File: config.mk
export PLATFORM = sky130hd
export DESIGN_NAME = enemy_fire_arbiter
export DESIGN_NICKNAME = d
export VERILOG_FILES = /design/src/rtl/enemy_fire_arbiter.sv
export SDC_FILE = /design/constraint.sdc
export NUM_CORES = 1
export LEC_CHECK = 0
export BUFFER_PORTS_ARGS = -buffer_cell sky130_fd_sc_hd__buf_2
export CORE_ASPECT_RATIO = 1.25
export CORE_MARGIN = 2
export CORE_UTILIZATION = 50
export CTS_CLUSTER_DIAMETER = 40
export DETAILED_ROUTE_END_ITERATION = 8
export HOLD_SLACK_MARGIN = 0.15
export MAX_ROUTING_LAYER = met4
export PLACE_DENSITY = 0.72
export SKIP_CTS_REPAIR_TIMING = 1
export SLEW_MARGIN = 30
export SYNTH_ARGS = -nofsm -noshare
export SYNTH_HDL_FRONTEND = slang
export SYNTH_SLANG_ARGS = --single-unit
File: constraint.sdc
create_clock -name frame_clk -period 5.95 [get_ports frame_clk]
set_clock_uncertainty 0.05 [all_clocks]
set_input_delay 0.595 -clock frame_clk [delete_from_list [all_inputs] [get_ports frame_clk]]
set_output_delay 0.595 -clock frame_clk [all_outputs]
set_load 0.01 [all_outputs]
File: src/rtl/enemy_fire_arbiter.sv
// enemy_fire_arbiter: round-robin fire arbiter that hands the lowest free projectile slot to one ship per grant, then cools down.
// Define EFIRE_SHOTCNT_EN to add the saturating ShotCount output.
module enemy_fire_arbiter #(
    parameter int NM = 16,
    parameter int NPE = 4,
    parameter int COOLDOWN = 8
) (
    input  logic                  frame_clk,
    input  logic                  Reset,
    input  logic [NM-1:0]         FireReq,
    input  logic [NM-1:0]         ShipAlive,
    input  logic [NPE-1:0]        EProjEn,
    output logic [NPE-1:0]        EProjActvt,
    output logic [NM-1:0]         FireAck,
    output logic [$clog2(NM)-1:0] ShooterIdx,
    output logic                  Busy
`ifdef EFIRE_SHOTCNT_EN
    ,output logic [15:0]          ShotCount
`endif
);
    localparam int IW = $clog2(NM);
    localparam int SW = NPE > 1 ? $clog2(NPE) : 1;
    localparam int CW = $clog2(COOLDOWN + 2);
    localparam logic [1:0] S_IDLE = 2'd0, S_GRANT = 2'd1, S_COOL = 2'd2;
    logic [1:0]     state_q, state_d;
    logic [IW-1:0]  ptr_q, ptr_d, idx_q, idx_d, win, scan;
    logic [CW-1:0]  cnt_q, cnt_d;
    logic [NPE-1:0] actvt_q, actvt_d;
    logic [NM-1:0]  ack_q, ack_d, v;
    logic [SW-1:0]  slot;
    logic           grant;
    always_comb begin
        v = FireReq & ShipAlive;
        win = ptr_q;
        scan = ptr_q;
        // scan downward so the request closest to ptr is the last one written
        for (int k = NM - 1; k >= 0; k--) begin
            scan = IW'((int'(ptr_q) + k) % NM);
            if (v[scan]) win = scan;
        end
        slot = '0;
        for (int i = NPE - 1; i >= 0; i--) begin
            if (!EProjEn[i]) slot = SW'(i);
        end
        grant = state_q == S_IDLE && |v && !(&EProjEn);
        actvt_d = grant ? NPE'(1) << slot : '0;
        ack_d = grant ? NM'(1) << win : '0;
        idx_d = grant ? win : idx_q;
        ptr_d = grant ? (win == IW'(NM - 1) ? '0 : win + IW'(1)) : ptr_q;
        cnt_d = state_q == S_GRANT ? CW'(COOLDOWN > 0 ? COOLDOWN - 1 : 0) :
                (state_q == S_COOL && cnt_q != '0) ? cnt_q - CW'(1) : cnt_q;
        state_d = grant ? S_GRANT :
                  state_q == S_GRANT ? (COOLDOWN == 0 ? S_IDLE : S_COOL) :
                  state_q == S_COOL ? (cnt_q == '0 ? S_IDLE : S_COOL) : S_IDLE;
    end
    always_ff @(posedge frame_clk) begin
        if (Reset) begin
            state_q <= S_IDLE;
            ptr_q   <= '0;
            idx_q   <= '0;
            cnt_q   <= '0;
            actvt_q <= '0;
            ack_q   <= '0;
        end else begin
            state_q <= state_d;
            ptr_q   <= ptr_d;
            idx_q   <= idx_d;
            cnt_q   <= cnt_d;
            actvt_q <= actvt_d;
            ack_q   <= ack_d;
        end
    end
    assign EProjActvt = actvt_q;
    assign FireAck    = ack_q;
    assign ShooterIdx = idx_q;
    assign Busy       = state_q != S_IDLE;
`ifdef EFIRE_SHOTCNT_EN
    logic [15:0] shot_q, shot_d;
    always_comb begin
        shot_d = (grant && shot_q != 16'hFFFF) ? shot_q + 16'd1 : shot_q;
    end
    always_ff @(posedge frame_clk) begin
        shot_q <= Reset ? 16'd0 : shot_d;
    end
    assign ShotCount = shot_q;
`endif
endmodule

Word level (Yosys, flattened, before mapping)
Cells that the tools add are included.
{ "totals": {"register_bits": 34, "in_bits": 38, "out_inout_bits": 25, "wordCells": 121} }
{ "classes": {"add_sub_neg": 17, "magnitude_cmp": 16, "eq_ne": 3, "n_shift": 2, "mux": 59, "bitwise": 2, "reduce_logical": 14} }
{ "op_table": {"columns": ["operator", "n"], "rows": [
  ["$lt 4x5->1 const B", 16],
  ["$mux 4", 17],
  ["$bmux 1 s4", 16],
  ["$add 4x4->4 const B", 8],
  ["$mux 1", 17],
  ["$add 4x3->4 const B", 4],
  ["$and 16x16->16", 1],
  ["$reduce_or 16->1", 1],
  ["$shl 1x4->16 const A", 1],
  ["$mux 2", 7],
  ["$add 4x1->4 const B", 2],
  ["$add 4x2->4 const B", 2],
  ["$mux 3", 2],
  ["$reduce_or 2->1", 3],
  ["$eq 4x4->1 const B", 1],
  ["$logic_not 4->1", 1],
  ["$reduce_and 4->1", 1],
  ["$reduce_bool 2->1", 2],
  ["$reduce_bool 4->1", 1],
  ["$shl 1x2->4 const A", 1],
  ["$sub 4x1->4 const B", 1],
  ["$logic_and 1x1->1", 3],
  ["$eq 2x1->1 const B", 1],
  ["$eq 2x2->1 const B", 1],
  ["3 further kinds", 3]
]} }

Logic depth before layout (Yosys ltp)
{ "depth": {"depth_word": 21, "depth_mapped": 18, "mapped_depth_nobuf": 15} }

Worst setup path before layout
Ideal clock, no wire load.
{ "synth_path": {"path_kind": "flip-flop to flip-flop", "from": "register ptr_q[1]", "to": "register ptr_q[2]", "setup_ns": 0.117, "arrival_time_ns": 4.681, "t_required_ns": 5.783, "slack_ns": 1.102, "stages_incl_launch_ff": 19, "n_path_buf": 3, "period_less_slack_ns": 4.848, "cell_sequence": "dfxtp_1 -> clkbuf_1 -> inv_1 -> clkbuf_1 -> ha_1 -> buf_2 -> clkinv_1 -> mux4_2 -> mux2i_1 -> a21o_1 -> or4b_2 -> a31oi_1 -> o211ai_1 -> a41oi_1 -> and2_1 -> ha_1 -> inv_1 -> or3_1 -> a32o_1"} }
{ "synth_via": {"elab_chain_len": 21, "elab_cells_between_ends": 66, "classes_between": "add/sub (16); eq/ne (1); mux (49)"} }
{ "synth_lines": {"columns": ["element", "line_no", "source"], "rows": [
  ["from (decl)", "26", "logic [IW-1:0] ptr_q, ptr_d, idx_q, idx_d, win, scan;"],
  ["from (signal assigned)", "66", "ptr_q <= ptr_d;"],
  ["$add 4x4->4", "38", "scan = IW'((int'(ptr_q) + k) % NM);"],
  ["$bmux 1 s4", "39", "if (v[scan]) win = scan;"],
  ["$mux 1 (implied by the code)", "39", null],
  ["$mux 4 (15 in series)", "39", null],
  ["$mux 4 *", "39", null],
  ["named net win[1]", "26", null],
  ["$add 4x1->4 or $eq 4x4->1 (tied branches)", "49", "ptr_d = grant ? (win == IW'(NM - 1) ? '0 : win + IW'(1)) : ptr_q;"],
  ["$mux 4 *", "49", null]
]} }
Mark *: on every way through the listed nets, which the timed path passes. The rest lies on a longest branch. The select of a mux whose other input is x is not followed.
A chain may end at the register's enable or synchronous reset.

Worst setup path in the final report
{ "layout_path": {"from": "register ptr_q[0]", "to": "register ptr_q[2]"} }
The elaborated chain is that of the path after synthesis.

==> results.md <==
* Ys Warns at 0
* Top sig layer: met4
* CP bufs+invs at 2
* Post-Syn Nets at 524
* PnR worst setup slack at 962 ps
* Vias post-DR at 4188
* Chip height at 105 um
* Max Slew Vio Count at 0
* # nets final at 576
* Initial Utilization at 51.7%
* Port Buffers at 62
* Pin count of the biggest net entering global routing at 39
* Number of synthesized flops with an enable pin at 0
* Via density at 6.75
* Top-area cell type share of the netlist area at 18.9%
* P&R area growth vs syn at 11.5%
* Area occupied by multi-input gates at 3190 um^2
* Critical Path Fanout Max at 13
* # DRC at 0
* Final design utilization at 57.6%
* Mapped Area at 4050 um^2
* CTS H-tree lvls at 2
* Initial antenna violation count at 0
* Worst relative slew slack at 47.0%
* Pwr dens at 634 nW/um^2
* Synth area leader: mux4_2
* CP arrival at 5120 ps
* TNS Setup at 0 ps
* Root buffer cell: clkbuf_8
* Remaining global-route overflow at 0
* Ant diodes at 0
* Main synth FF type: dfxtp_1
* Top cells by area, synth: mux4_2 (19%), dfxtp_1 (17%), mux2i_1 (5.2%)
* DP HPWL at 10100 um
* Tot GR Track Use at 29.9%
* Final WL at 12900 um
* Crit. End Element: flip-flop
* Reg2reg start: ptr_q[0]
* CP top delay family: multiplexers
* Flop-to-flop setup slack at 960 ps
* Dpl ws at 1040 ps
* Worst Hold Launch: ShooterIdx[3]
* Routed met2 length at 6200 um
* Lkg Pwr at 1.85 nW
* Clock transition at the registers of the reported paths at 70 ps
* CTS Buf Count at 5
* Clock buffer depth at 2
* Gpl congestion at 1.09
* Worst Tran Pin Value at 772 ps
* Crit path from: ptr_q[0]
* Cell count after synthesis at 472
* Slowest-stage cell, CP: dfxtp_1
* Tot Pwr at 0.00286 W
* Vias in the first global route at 3955
* Worst Path Class, Setup: reg -> reg
* DP Area at 4420 um^2
* Layout cells sized above 1 at 25.3%
* Data required, critical path at 6080 ps
* Setup Viol. Count Final at 0
* Routed length on met1 at 4750 um
* Worst-path cell chain: inv_1 > ha_1 > xnor2_1 > mux4_2 > mux2i_1 > o22ai_1 > a211oi_1 > nor2_1 > xnor2_1 > ha_1 > inv_1 > or3_1 > a32o_1
* MaxCap Viol Count at 0
* RSZ-0062 raised after global routing: no
* Fillcell total at 729
* First-pass GRT wire length at 20500 um
* Die span in x at 84.5 um
* Cell Rows at 36
* Min-Delay Path Class: reg -> reg
* Detailed router's first-iteration violation count at 360
* Asr flop ratio synth at 0%
* F_max at 0.201 GHz
* Post-layout minimum cycle time at 4990 ps
* WL met3 at 987 um
* Die area at 8850 um^2
* Yosys reg bits at 34
* Seq/Total Area, Yosys at 16.8%
* I/O pins at 63
* Drt wl/cell at 20.8 um
* Clock latency at the later pin of the worst-skew pair at 290 ps
* CORE AREA at 7840 um^2
* Final hold viol count at 0
* Seq. cell area at 681 um^2
* Syn avg cell area at 8.59 um^2
* Startpoint Class: flip-flop
* Synth cell types at 66
* Maximum VDD drop at 487 uV
* Post-DRT Antenna Nets at 0
* Status: finished, final reports clean
* Sink Count at 34
* Slowest stage delay, CP at 660 ps
* Post-layout instance area at 4520 um^2
* 1st-pass router iterations at 8
* Final period util at 83.8%
* CTS tree: done
-- registers in the layout (all words and copies together) (netlist names) --
register and count:
cnt_q 4, EProjActvt 4, ptr_q 4, state_q 2, ShooterIdx 4, FireAck 16
-- power by group --
group / internal [W] / total (W) / switching, W / leakage [nW]
clock: 0.0000929 / 0.000176 / 0.0000833 / 0.0472
sequential: 0.000287 / 0.000314 / 0.0000272 / 0.277
combinational: 0.000939 / 0.00237 / 0.00143 / 1.52
total: 0.00132 / 0.00286 / 0.00154 / 1.85
-- metrics by stage --
stage | instances | hold slack, ps
after global placement | 612 | 385
final | 620 | 388
after global routing | 620 | 439
after floorplan | 472 | 417
after CTS | 620 | 395
after detailed placement | 612 | 386
-- metal layers --
metal / vias to the layer above / track usage [%]
li1: 1907 / -
met1: 1943 / 34.9
met2: 277 / 49.0
met3: 61 / 2.13
met4: 0 / 20.0
met5: - / -
-- placed cells by master (no fill, tap or decap), types with 3 or more instances in the layout --
cell,Yosys,routed
inv_1,15,15
a211o_1,3,3
xor2_1,4,4
clkbuf_8,0,6
nor2_1,32,32
dfxtp_1,34,34
buf_2,11,62
o21ai_0,28,28
o22ai_1,9,9
nor3_1,7,7
nor4_1,4,4
o211ai_1,10,10
mux4_2,34,34
a211oi_1,5,5
nand2_1,49,49
nand3_1,21,21
a2bb2oi_1,3,3
a22oi_1,3,3
nand2b_1,4,4
o2bb2ai_1,3,3
a21oi_1,22,22
mux2i_1,21,21
buf_4,1,8
o21ai_1,4,4
nand4_1,6,6
a21boi_0,11,11
xnor2_1,14,14
and3_1,7,7
ha_1,14,14
mux2_2,10,10
or2_2,3,3
and2_1,21,21
o2111ai_1,4,4
-- cell usage after synthesis (all sizes together), types with 10 or more instances --
master	instances
a21boi	11
a21oi	22
and2	22
buf	15
clkbuf	10
dfxtp	34
ha	14
inv	16
mux2	10
mux2i	21
mux4	34
nand2	49
nand3	21
nor2	32
o211ai	10
o21ai	32
xnor2	15
-- area by class of cell --
type                       instances  share of cell area, %
multi-input combinational        395                   70.5
sequential                        34                   15.1
timing repair buffer              70                   8.20
tap                               95                   2.63
clock buffer                       6                   1.83
inverter                          18                   1.50
clock inverter                     2                  0.277
-- final timing paths --
kind                            cells past startpoint             to
worst max register to register                     13       ptr_q[2]
worst max-delay path                               13       ptr_q[2]
worst min register to register                      2  ShooterIdx[3]
worst min-delay path                                2  ShooterIdx[3]
-- worst min-delay path: cells and delay by family, from the launching register on --
family           cells  cell delay [ps]
AND/OR/NAND/NOR      2               90
flip-flops           1              310
-- cells by family after synthesis --
logic type | Yosys count | synth area share (%)
compound gates | 129 | 22.0
xor+xnor | 20 | 4.97
fa+ha+maj | 14 | 4.32
buf+inv | 43 | 4.60
flops | 34 | 16.8
mux | 65 | 26.9
simple gates | 167 | 20.5
(Power assumes the default switching activity.)
